$ cat src/rtl/ctrl_pkg.sv
// Shared types for the X9 ID/EX control stage: opcodes, ALU operations,
// instruction classes and the packed control bundle.
package ctrl_pkg;

    localparam int MCODE_W = 5;
    localparam int ALUOP_W = 4;

    typedef enum logic [MCODE_W-1:0] {
        OP_ADD  = 5'b00000,
        OP_SUB  = 5'b00001,
        OP_ADDI = 5'b00010,
        OP_LB   = 5'b00011,
        OP_SB   = 5'b00100,
        OP_BEQ  = 5'b00101,
        OP_BNE  = 5'b00110,
        OP_NOR  = 5'b00111,
        OP_XOR  = 5'b01000,
        OP_AND  = 5'b01001,
        OP_OR   = 5'b01010,
        OP_SLL  = 5'b01011,
        OP_SLR  = 5'b01100,
        OP_EQ   = 5'b01101,
        OP_LT   = 5'b01110,
        OP_RXOR = 5'b01111
    } opcode_e;

    localparam logic [1:0] OPC_MOVR_PFX = 2'b10;
    localparam logic [1:0] OPC_MOVI_PFX = 2'b11;

    localparam logic [ALUOP_W-1:0] ALU_ADD  = 4'b0000;
    localparam logic [ALUOP_W-1:0] ALU_SUB  = 4'b0001;
    localparam logic [ALUOP_W-1:0] ALU_ADDI = 4'b0010;
    localparam logic [ALUOP_W-1:0] ALU_LB   = 4'b0011;
    localparam logic [ALUOP_W-1:0] ALU_SB   = 4'b0100;
    localparam logic [ALUOP_W-1:0] ALU_MOVR = 4'b0101;
    localparam logic [ALUOP_W-1:0] ALU_MOVI = 4'b0110;
    localparam logic [ALUOP_W-1:0] ALU_NONE = 4'b1111;

    typedef enum logic [1:0] {
        IT_R    = 2'b00,
        IT_MEM  = 2'b01,
        IT_MOVI = 2'b10,
        IT_MOVR = 2'b11
    } inst_type_e;

    typedef struct packed {
        inst_type_e           inst_type;
        logic                 branch;
        logic                 mem_read;
        logic                 mem_to_reg;
        logic                 mem_write;
        logic                 alu_src;
        logic                 reg_write;
        logic [ALUOP_W-1:0]   alu_op;
    } ctrl_t;

    // Decode default doubles as the bubble pattern; reset clears everything.
    localparam ctrl_t CTRL_DEFAULT = '{
        inst_type:  IT_R,
        branch:     1'b0,
        mem_read:   1'b0,
        mem_to_reg: 1'b0,
        mem_write:  1'b0,
        alu_src:    1'b1,
        reg_write:  1'b1,
        alu_op:     ALU_NONE
    };

    localparam ctrl_t CTRL_RESET = '{
        inst_type:  IT_R,
        branch:     1'b0,
        mem_read:   1'b0,
        mem_to_reg: 1'b0,
        mem_write:  1'b0,
        alu_src:    1'b0,
        reg_write:  1'b0,
        alu_op:     ALU_ADD
    };

endpackage

$ cat src/rtl/ctrl_decode.sv
// Combinational opcode decoder: opcode to control bundle plus which source
// register fields the instruction actually reads.
module ctrl_decode
    import ctrl_pkg::*;
(
    input  logic [MCODE_W-1:0] instr_i,
    output ctrl_t              ctrl_o,
    output logic               reads_a_o,
    output logic               reads_b_o
);

    always_comb begin
        ctrl_o    = CTRL_DEFAULT;
        reads_a_o = 1'b1;
        reads_b_o = 1'b1;

        casez (instr_i)
            OP_ADD:  ctrl_o.alu_op = ALU_ADD;
            OP_SUB:  ctrl_o.alu_op = ALU_SUB;
            OP_ADDI: begin
                ctrl_o.alu_src = 1'b0;
                ctrl_o.alu_op  = ALU_ADDI;
            end
            OP_LB: begin
                ctrl_o.inst_type  = IT_MEM;
                ctrl_o.mem_read   = 1'b1;
                ctrl_o.mem_to_reg = 1'b1;
                ctrl_o.alu_op     = ALU_LB;
            end
            OP_SB: begin
                ctrl_o.inst_type = IT_MEM;
                ctrl_o.mem_write = 1'b1;
                ctrl_o.reg_write = 1'b0;
                ctrl_o.alu_op    = ALU_SB;
            end
            OP_BEQ, OP_BNE: begin
                ctrl_o.branch    = 1'b1;
                ctrl_o.reg_write = 1'b0;
            end
            OP_NOR, OP_XOR, OP_AND, OP_OR, OP_SLL, OP_SLR:
                ctrl_o.alu_op = instr_i[3:0];
            OP_EQ, OP_LT: begin
                ctrl_o.alu_op    = instr_i[3:0];
                ctrl_o.reg_write = 1'b0;
            end
            OP_RXOR: ctrl_o.alu_op = ALU_NONE;
            {OPC_MOVR_PFX, 3'b???}: begin
                ctrl_o.inst_type = IT_MOVR;
                ctrl_o.alu_op    = ALU_MOVR;
                reads_b_o        = 1'b0;
            end
            {OPC_MOVI_PFX, 3'b???}: begin
                ctrl_o.inst_type = IT_MOVI;
                ctrl_o.alu_op    = ALU_MOVI;
                reads_a_o        = 1'b0;
                reads_b_o        = 1'b0;
            end
            default: ;
        endcase
    end

endmodule

$ cat src/rtl/control_pipe.sv
// ID/EX control stage: decodes one instruction per handshake into a
// registered bundle, with load-use interlock, branch flush and a stall counter.
module control_pipe
    import ctrl_pkg::*;
#(
    parameter int OPWIDTH   = 4,
    parameter int MCODEBITS = 5,
    parameter int RIDX      = 3,
    parameter int CNTW      = 16
) (
    input  logic                 clk,
    input  logic                 reset_n,
    input  logic                 in_valid,
    output logic                 in_ready,
    input  logic [MCODEBITS-1:0] instr,
    input  logic [RIDX-1:0]      rs_a,
    input  logic [RIDX-1:0]      rs_b,
    input  logic [RIDX-1:0]      rd,
    input  logic                 flush,
    input  logic                 out_ready,
    output logic                 out_valid,
    output logic [1:0]           InstType,
    output logic                 BranchInst,
    output logic                 MemRead,
    output logic                 MemtoReg,
    output logic                 MemWrite,
    output logic                 ALUSrc,
    output logic                 RegWrite,
    output logic [OPWIDTH-1:0]   ALUOp,
    output logic [RIDX-1:0]      rd_q,
    output logic [CNTW-1:0]      stall_count
);

    ctrl_t            dec_ctrl;
    logic             reads_a;
    logic             reads_b;

    logic             valid_q, valid_d;
    ctrl_t            ctrl_q, ctrl_d;
    logic [RIDX-1:0]  rdst_q, rdst_d;
    logic [CNTW-1:0]  cnt_q, cnt_d;

    logic             adv;
    logic             src_match;
    logic             hazard;

    ctrl_decode u_dec (
        .instr_i   (instr),
        .ctrl_o    (dec_ctrl),
        .reads_a_o (reads_a),
        .reads_b_o (reads_b)
    );

    assign adv       = !valid_q || out_ready;
    assign src_match = (reads_a && (rs_a == rdst_q)) || (reads_b && (rs_b == rdst_q));
    // Only a load still sitting in the stage can feed a dependent op too late.
    assign hazard    = valid_q && ctrl_q.mem_read && ctrl_q.reg_write && in_valid && src_match;
    assign in_ready  = (adv && !hazard) || flush;

    always_comb begin
        valid_d = valid_q;
        ctrl_d  = ctrl_q;
        rdst_d  = rdst_q;
        cnt_d   = cnt_q;

        if (flush) begin
            valid_d = 1'b0;
        end else if (adv && hazard) begin
            valid_d = 1'b0;
            ctrl_d  = CTRL_DEFAULT;
            if (cnt_q != '1)
                cnt_d = cnt_q + CNTW'(1);
        end else if (adv && in_valid) begin
            valid_d = 1'b1;
            ctrl_d  = dec_ctrl;
            rdst_d  = rd;
        end else if (adv) begin
            valid_d = 1'b0;
        end
    end

    always_ff @(posedge clk or negedge reset_n) begin
        if (!reset_n) begin
            valid_q <= 1'b0;
            ctrl_q  <= CTRL_RESET;
            rdst_q  <= '0;
            cnt_q   <= '0;
        end else begin
            valid_q <= valid_d;
            ctrl_q  <= ctrl_d;
            rdst_q  <= rdst_d;
            cnt_q   <= cnt_d;
        end
    end

    assign out_valid   = valid_q;
    assign InstType    = ctrl_q.inst_type;
    assign BranchInst  = ctrl_q.branch;
    assign MemRead     = ctrl_q.mem_read;
    assign MemtoReg    = ctrl_q.mem_to_reg;
    assign MemWrite    = ctrl_q.mem_write;
    assign ALUSrc      = ctrl_q.alu_src;
    assign RegWrite    = ctrl_q.reg_write;
    assign ALUOp       = OPWIDTH'(ctrl_q.alu_op);
    assign rd_q        = rdst_q;
    assign stall_count = cnt_q;

endmodule

$ cat config.mk
export PLATFORM = sky130hd
export DESIGN_NAME = control_pipe
export DESIGN_NICKNAME = d
export VERILOG_FILES = /design/src/rtl/ctrl_pkg.sv /design/src/rtl/ctrl_decode.sv /design/src/rtl/control_pipe.sv
export SDC_FILE = /design/constraint.sdc
export NUM_CORES = 1
export LEC_CHECK = 0
export BUFFER_PORTS_ARGS = -buffer_cell sky130_fd_sc_hd__buf_4
export CORE_UTILIZATION = 54
export CTS_CLUSTER_SIZE = 25
export DETAILED_ROUTE_END_ITERATION = 10
export MAX_ROUTING_LAYER = met4
export PLACE_DENSITY_LB_ADDON = 0.15
export SLEW_MARGIN = 40
export SYNTH_ARGS = -nofsm -noshare
export SYNTH_HDL_FRONTEND = slang
export SYNTH_SLANG_ARGS = --single-unit
$ cat constraint.sdc
create_clock -name clk -period 3.5 [get_ports clk]
set_clock_uncertainty 0.1 [all_clocks]
set_input_delay 0.525 -clock clk [delete_from_list [all_inputs] [get_ports clk]]
set_output_delay 0.525 -clock clk [all_outputs]
set_load 0.01 [all_outputs]
### Word level (Yosys, flattened, before mapping)

Cells that the tools add are included.

* $add $sub $neg: 1
* equality and inequality tests: 19
* muxes and demuxes: 15
* bitwise gates (word level): 2
* reduce and logical (&&, ||, !) cells: 25

Operators with widths (number)
* == test 5 x 4 -> 1 bit, second input constant: 7
* case mux 4 bit (8 select lines): 1
* 2-to-1 mux 12 bit: 2
* == test 5 x 3 -> 1 bit, second input constant: 4
* adder 16 x 1 -> 16 bit, second input constant: 1
* != test 16 bit, second input constant: 1
* == test 5 x 2 -> 1 bit, second input constant: 2
* 2-to-1 mux 1 bit: 10
* logical AND 1 bit: 9
* OR reduction 8 bit: 1
* == test 3 bit: 2
* case mux 2 bit (3 select lines): 1
* AND reduction 3 bit: 2
* OR reduction 2 bit: 3
* == test 5 x 1 -> 1 bit, second input constant: 1
* logical NOT 5 bit: 1
* OR reduction 5 bit: 1
* == test 2 bit, second input constant: 2
* nonzero test 4 bit: 1
* logical OR 1 bit: 3
* logical NOT 1 bit: 2
* 2-to-1 mux 2 bit: 1
* NOT 1 bit: 2
* AND reduction 2 bit: 1
* nonzero test 2 bit: 1

* bits in registers: 32
* input port bits: 19
* output and inout port bits: 33
* word-level logic and storage cells: 73

### Depth between registers and ports, before layout

Gate-level depths: netlist of the first run.

* word-level depth: 9
* depth in mapped cells: 6
* mapped depth without buffers: 5

### By module

Synthesis of the first run repeated with hierarchy kept, for this count alone.

* cell total of the unflattened synthesis: 173
* area, all modules: 1793.0 µm²

Modules (own cells, without submodules)
* control_pipe: times used 1, cells an instance 148, area each 1626.6 µm², seq. area each 800.8 µm²
* ctrl_decode: times used 1, cells an instance 25, area each 166.4 µm², seq. area each 0.0 µm²

### Worst setup path before layout of the first run

No wires, ideal clock.

* path kind: input-to-output
* start: input port instr[3]
* end: output port in_ready
* arrival: 1.553 ns
* setup slack: 1.322 ns
* cell stages on the path: 4
* path through: buf_2 -> a2111oi_2 -> o21bai_2 -> a21o_1

* longest elaborated chain between the ends: 9
* elaborated cells between the ends (all ways): 12
* those cells by class: eq/ne (2); mux (2); reduce/logical (8)

Ends and longest elaborated chain
* start: declaration: RTL line control_pipe.sv:15 `input logic [MCODEBITS-1:0] instr,`
* == test 2 bit: RTL line ctrl_decode.sv:17 `casez (instr_i)`
* OR reduction 2 bit (no source line)
* 2-to-1 mux 1 bit: RTL line ctrl_decode.sv:17
* logical AND 1 bit: RTL line control_pipe.sv:55 `assign src_match = (reads_a && (rs_a == rdst_q)) || (reads_b && (rs_b == rdst_q));`
* logical OR 1 bit *: RTL line control_pipe.sv:55
* logical AND 1 bit *: RTL line control_pipe.sv:57 `assign hazard = valid_q && ctrl_q.mem_read && ctrl_q.reg_write && in_valid && src_match;`
* logical NOT 1 bit *: RTL line control_pipe.sv:58 `assign in_ready = (adv && !hazard) || flush;`
* logical AND 1 bit *: RTL line control_pipe.sv:58
* logical OR 1 bit *: RTL line control_pipe.sv:58
* end: declaration: RTL line control_pipe.sv:14 `output logic in_ready,`

Mark *: on every way between the ends. The rest lies on a longest branch, timed or not.

### Final worst setup path of the first run

* start: register rdst_q[2], in the netlist rd_q[2]
* end: output port in_ready

* longest elaborated chain between the ends: 7
* elaborated cells between the ends (all ways): 9
* those cells by class: eq/ne (2); reduce/logical (7)

Ends and longest elaborated chain
* start: declaration: RTL line control_pipe.sv:40 `logic [RIDX-1:0] rdst_q, rdst_d;`
* start signal: assignment: RTL line control_pipe.sv:91 `rdst_q <= rdst_d;`
* == test 3 bit: RTL line control_pipe.sv:55
* logical AND 1 bit: RTL line control_pipe.sv:55
* logical OR 1 bit *: RTL line control_pipe.sv:55
* logical AND 1 bit *: RTL line control_pipe.sv:57
* logical NOT 1 bit *: RTL line control_pipe.sv:58
* logical AND 1 bit *: RTL line control_pipe.sv:58
* logical OR 1 bit *: RTL line control_pipe.sv:58

Marked as above.

==> impl_metrics.toml, run 1 <==
[global_route]
gr-usage-all-layers = 0.259
grt_pass1_vias = 1402
antenna_found_initial = 0
grt_pass1_wl_um = 6330
gr-total-overflow = 0
grt_max_degree = 32

[layout]
drive_above_1_share = 0.333
nets = 238
final_core_util = 0.756
fill_cells = 220
fin_area_mm2 = 0.00216
area_growth_pct = 28.3
n_antenna_cell = 0

[clock_network]
ctsResizeCount = 0
clockBufferDepth = 2
cts_root_buf = "clkbuf_4"
numCtsBuffers = 5
post_cts_buffers = 0
cts_tree = "done"
cts.hold.buffers_added = 0
htreeDepth = 2
cts.sinks = 31
path_clk_slew_ps = 100
clock_latency_ps = 340

[drt]
dr_total_vias = 1496
dr.pass1.iters = 7
drc_errors = 2
final_antenna_net_count = 0
drt-initial-drc-count = 73
wirelength_um = 3840
routedWlPerCell_um = 15.4
vias_per_cell = 5.98

[synth]
synthesis.instances = 167
synth_warnings = 0
syn_area_mm2 = 0.00168
ys_seq_area_frac = 0.462
synth_nets = 187
synth.distinct_cells = 39
syn_area_per_cell_um2 = 10.1
synthFlopType = "dfrtp_1"
ys_async_sr_fraction = 1.00
ys_ff_latch = 31
synth-edff-count = 0

[floorplanning]
initial_core_util = 0.589
dieArea_mm2 = 0.00334
dieWidth_um = 57.8
coreArea_mm2 = 0.00285
ioPinCount = 52
rows = 19
die_h_um = 57.8

[pwr]
p_total_uw = 832
p_leak_nw = 1.05
vdd_drop_max_mv = 0.216
p_per_area_mw_per_mm2 = 386

[critical_path]
critPathMaxStageDelay_ps = 500
cpLargestDelayFamily = "compound AO/OA/AOI/OAI gates"
crit_required_ps = 2870
critPathSlowestCell = "a2111oi_2"
path_buf_inv = 1
worst_setup_path_start_kind = "flop"
cp_max_fo = 9
startpoint = "rd_q[2]"
reg2reg_from = "rd_q[2]"
arrival_ps = 2050
critPathCaptureType = "output port"
critical_path_class = "reg2out"
crit_chain = "xor2_1, a2111oi_2, o21bai_2, a21o_1, buf_4"

[timing]
setup_viol = 0
fin_tns_setup_ps = 0
rsz0062_at_grt = "false"
slew_violations = 0
period_share = 0.764
maxSlewHeadroom = 0.555
worst_hold_slack_ps = -5.25
worst_pin_slew_ps = 668
layout_min_cycle_time_ps = 2680
hold_viol = 6
fmax_mhz = 374

[place]
post-dp-hpwl_um = 2740
place_area_mm2 = 0.00207
gp_congestion = 0.892
io_buffer_count = 51

[flow_run]
cap_viol_max_count = 0

[status]
status = "finished with violations"
violations = "DRC, hold timing"

[worst_hold_path]
hold_class = "in2async"
[logic make-up (layout without fill, tap and decap cells)]
logic type / after synthesis / after routing / share of synthesized area
flops: 31 / 31 / 0.462
fa+ha+maj: 1 / 1 / 0.00744
simple gates: 67 / 67 / 0.223
buf+inv: 15 / 67 / 0.0417
xor+xnor: 22 / 22 / 0.115
mux: 5 / 5 / 0.0335
compound gates: 26 / 26 / 0.118
[Yosys cell counts, types with 3 or more instances]
master    instances  share of area
dfrtp_1          31           0.46
xor2_1           19          0.099
nand2_1          15          0.034
nor2_1           11          0.025
nand3_1           9          0.027
nor3_1            8          0.024
inv_1             6          0.013
a21oi_1           5          0.015
a31oi_1           5          0.019
clkbuf_1          5          0.011
mux2_2            5          0.034
nand2b_1          4          0.015
nand4_1           4          0.015
nor4_1            4          0.015
o41ai_1           3          0.016
xnor2_1           3          0.016
[registers in the layout, summed over array words and instances, names as in the netlist]
| register | flops |
|---|---|
| ALUSrc | 1 |
| MemRead | 1 |
| BranchInst | 1 |
| ALUOp | 4 |
| rd_q | 3 |
| stall_count | 16 |
| out_valid | 1 |
| RegWrite | 1 |
| MemWrite | 1 |
| InstType | 2 |
[final timing paths]
path                                       end  slack, ps  cells after the start
worst max-delay path                  in_ready        820                      5
worst min-delay path               InstType[0]         -5                      1
worst max register to register  stall_count[1]       1260                      5
worst min register to register     InstType[0]        390                      2
max in group asynchronous          InstType[1]       3020                      1
min in group clk                     out_valid        270                      2
[power by group]
part / leakage, nW / internal, mW / total (mW) / switching, mW
Combinational: 0.602 / 0.0692 / 0.138 / 0.0689
Sequential: 0.395 / 0.378 / 0.395 / 0.0169
Clock: 0.0482 / 0.169 / 0.298 / 0.130
[layer usage]
metal,track usage,share of wire,vias to the layer above
met3,0.0424,0.077,12
met1,0.325,0.43,707
met2,0.405,0.47,71
met4,0.133,0.020,0
li1,-,-,706
met5,-,0,-
[metrics by stage]
stage / std cells / hold slack [ps] / worst slack, ps
2_1_floorplan: 167 / 129 / 1320
3_3_place_gp: 242 / 361 / 1060
3_5_place_dp: 242 / 371 / 1000
4_1_cts: 250 / 13.7 / 821
5_1_grt: 250 / 33.0 / 689
6_report: 250 / -5.25 / 825
[area by class of cell]
type / count / area [um2] / share of cell area
sequential: 31 / 776 / 0.360
clock inverter: 2 / 35.0 / 0.0163
timing repair buffer: 53 / 398 / 0.185
tap: 31 / 38.8 / 0.0180
multi-input combinational: 121 / 835 / 0.387
inverter: 6 / 22.5 / 0.0104
clock buffer: 6 / 51.3 / 0.0238
[layout by cell type (no fill, tap or decap), drive strengths merged]
master / count
a2111oi: 1
a211oi: 1
a21o: 1
a21oi: 5
a311o: 1
a31oi: 5
and4: 2
buf: 53
bufinv: 1
clkbuf: 6
clkinv: 1
dfrtp: 31
ha: 1
inv: 6
mux2: 5
nand2: 15
nand2b: 4
nand3: 9
nand3b: 1
nand4: 4
nand4b: 1
nor2: 11
nor2b: 1
nor3: 9
nor3b: 2
nor4: 7
o21ai: 2
o21bai: 1
o22a: 2
o22ai: 2
o32a: 2
o41ai: 3
or3: 1
xnor2: 3
xor2: 19
No activity file was read; power rests on OpenSTA's default activity.
==> run 2: changes to the inputs <==
- CORE_UTILIZATION: 54 -> 51
- clock period: 3.5 -> 2.51 ns (I/O delays scaled with it)
==> impl_metrics.toml, run 2 (synthesis results as in run 1) <==
[drt]
drc_errors = 0
wirelength_um = 3580
dr_total_vias = 1457
final_antenna_net_count = 0
dr.pass1.iters = 4
drt-initial-drc-count = 49
vias_per_cell = 5.50
routedWlPerCell_um = 13.5

[critical_path]
worst_setup_path_start_kind = "flop"
cp_max_fo = 9
critical_path_class = "reg2out"
critPathCaptureType = "output port"
crit_required_ps = 2030
arrival_ps = 1900

[floorplanning]
initial_core_util = 0.546
ioPinCount = 52
die_h_um = 59.4
dieArea_mm2 = 0.00353
rows = 20
coreArea_mm2 = 0.00308
dieWidth_um = 59.4

[clock_network]
cts_root_buf = "clkbuf_4"
post_cts_buffers = 0
cts.sinks = 31
numCtsBuffers = 5
path_clk_slew_ps = 90
clock_latency_ps = 330
cts_tree = "done"
clockBufferDepth = 2
htreeDepth = 2

[layout]
layout.cells.most_common = "buf_4"
fill_cells = 249
fin_area_mm2 = 0.00221
multi_input_area_um2 = 853
final_cell_mix = "buf_4, dfrtp_1, xor2_1"
final_core_util = 0.717
nets = 240
n_antenna_cell = 0
largest_reg_flops = 16
area_growth_pct = 31.4
drive_above_1_share = 0.339
seq_area_um2 = 776

[global_route]
gr-total-overflow = 0
grt_pass1_wl_um = 5860
grt_max_degree = 32
gr-usage-all-layers = 0.232
antenna_found_initial = 0
grt_pass1_vias = 1307

[pwr]
p_switching_uw = 297
clkPwrFrac = 0.352
p_int_uw = 863
p_seq_frac = 0.475
p_per_area_mw_per_mm2 = 526
vdd_drop_max_mv = 0.506
switching_share = 0.256
p_leak_nw = 1.06
p_total_mw = 1.16
p_comb_frac = 0.173

[timing]
hold_viol = 0
worst_pin_slew_ps = 638
period_share = 0.945
fin_tns_setup_ps = 0
setup_viol = 0
fin_ws_ps = 137
rsz0062_at_grt = "false"
fmax_mhz = 421
slew_violations = 0
maxSlewHeadroom = 0.574
layout_min_cycle_time_ps = 2370

[status]
status = "complete, no violations"

[place]
place_area_mm2 = 0.00209
pre_cts_ws_ps = 257
post-dp-hpwl_um = 2600
io_buffer_count = 51
gp_congestion = 0.813

[flow_run]
cap_viol_max_count = 0

[worst_hold_path]
hold_class = "in2reg"
==> run 2: final timing paths <==
kind                       cells after the start  slack [ps]            from               to
setup / recovery                               5         140         rd_q[2]         in_ready
hold / removal                                 2         130           flush        out_valid
setup reg to reg                               6         390  stall_count[4]  stall_count[11]
hold reg to reg                                2         380     InstType[1]      InstType[1]
max in group asynchronous                      2        1620         reset_n   stall_count[2]
min in group asynchronous                      2         400         reset_n  stall_count[14]
==> run 2: power by group through the flow <==
| stage | clock network (mW) | registers, mW | logic, mW |
|---|---|---|---|
| after CTS | 0.419 | 0.552 | 0.193 |
| after detailed placement | 0 | 0.561 | 0.191 |
| after global routing | 0.438 | 0.556 | 0.220 |
| after global placement | 0 | 0.560 | 0.186 |
| after floorplan | 0 | 0.572 | 0.0830 |
| final | 0.408 | 0.551 | 0.201 |
==> run 2: repair_timing <==
item                                    CTS  global route
hold endpoints to repair                 31             0
resized for setup                         0             2
hold buffers                              1             0
endpoints found under the setup margin    0             1
==> run 2: per-stage QoR <==
stage               hold WS [ps]  instances
floorplan                  -19.1        167
detailed placement           233        256
CTS                          112        265
global placement             226        256
finish                       129        265
global route                 113        265
==> run 2: area by class of cell <==
class,count,area share
multi-input cells,121,0.386
flip-flops and latches,31,0.351
repair buffers,55,0.188
well taps,44,0.0249
clock buffers,6,0.0232
clock inverters,2,0.0159
inverters,6,0.0102
==> run 2: worst max-delay path, stage by stage (launching register included) <==
cell	delay (ps)
dfrtp_1	440
xor2_1	190
a2111oi_4	390
o21bai_2	220
a21o_1	200
buf_4	130
==> run 2: per-layer routing <==
layer / global-route usage / part of all wire / vias up
li1: - / - / 711
met1: 0.297 / 0.47 / 687
met2: 0.348 / 0.45 / 54
met3: 0.0677 / 0.068 / 5
met4: 0.0850 / 0.0095 / 0
met5: - / 0 / -
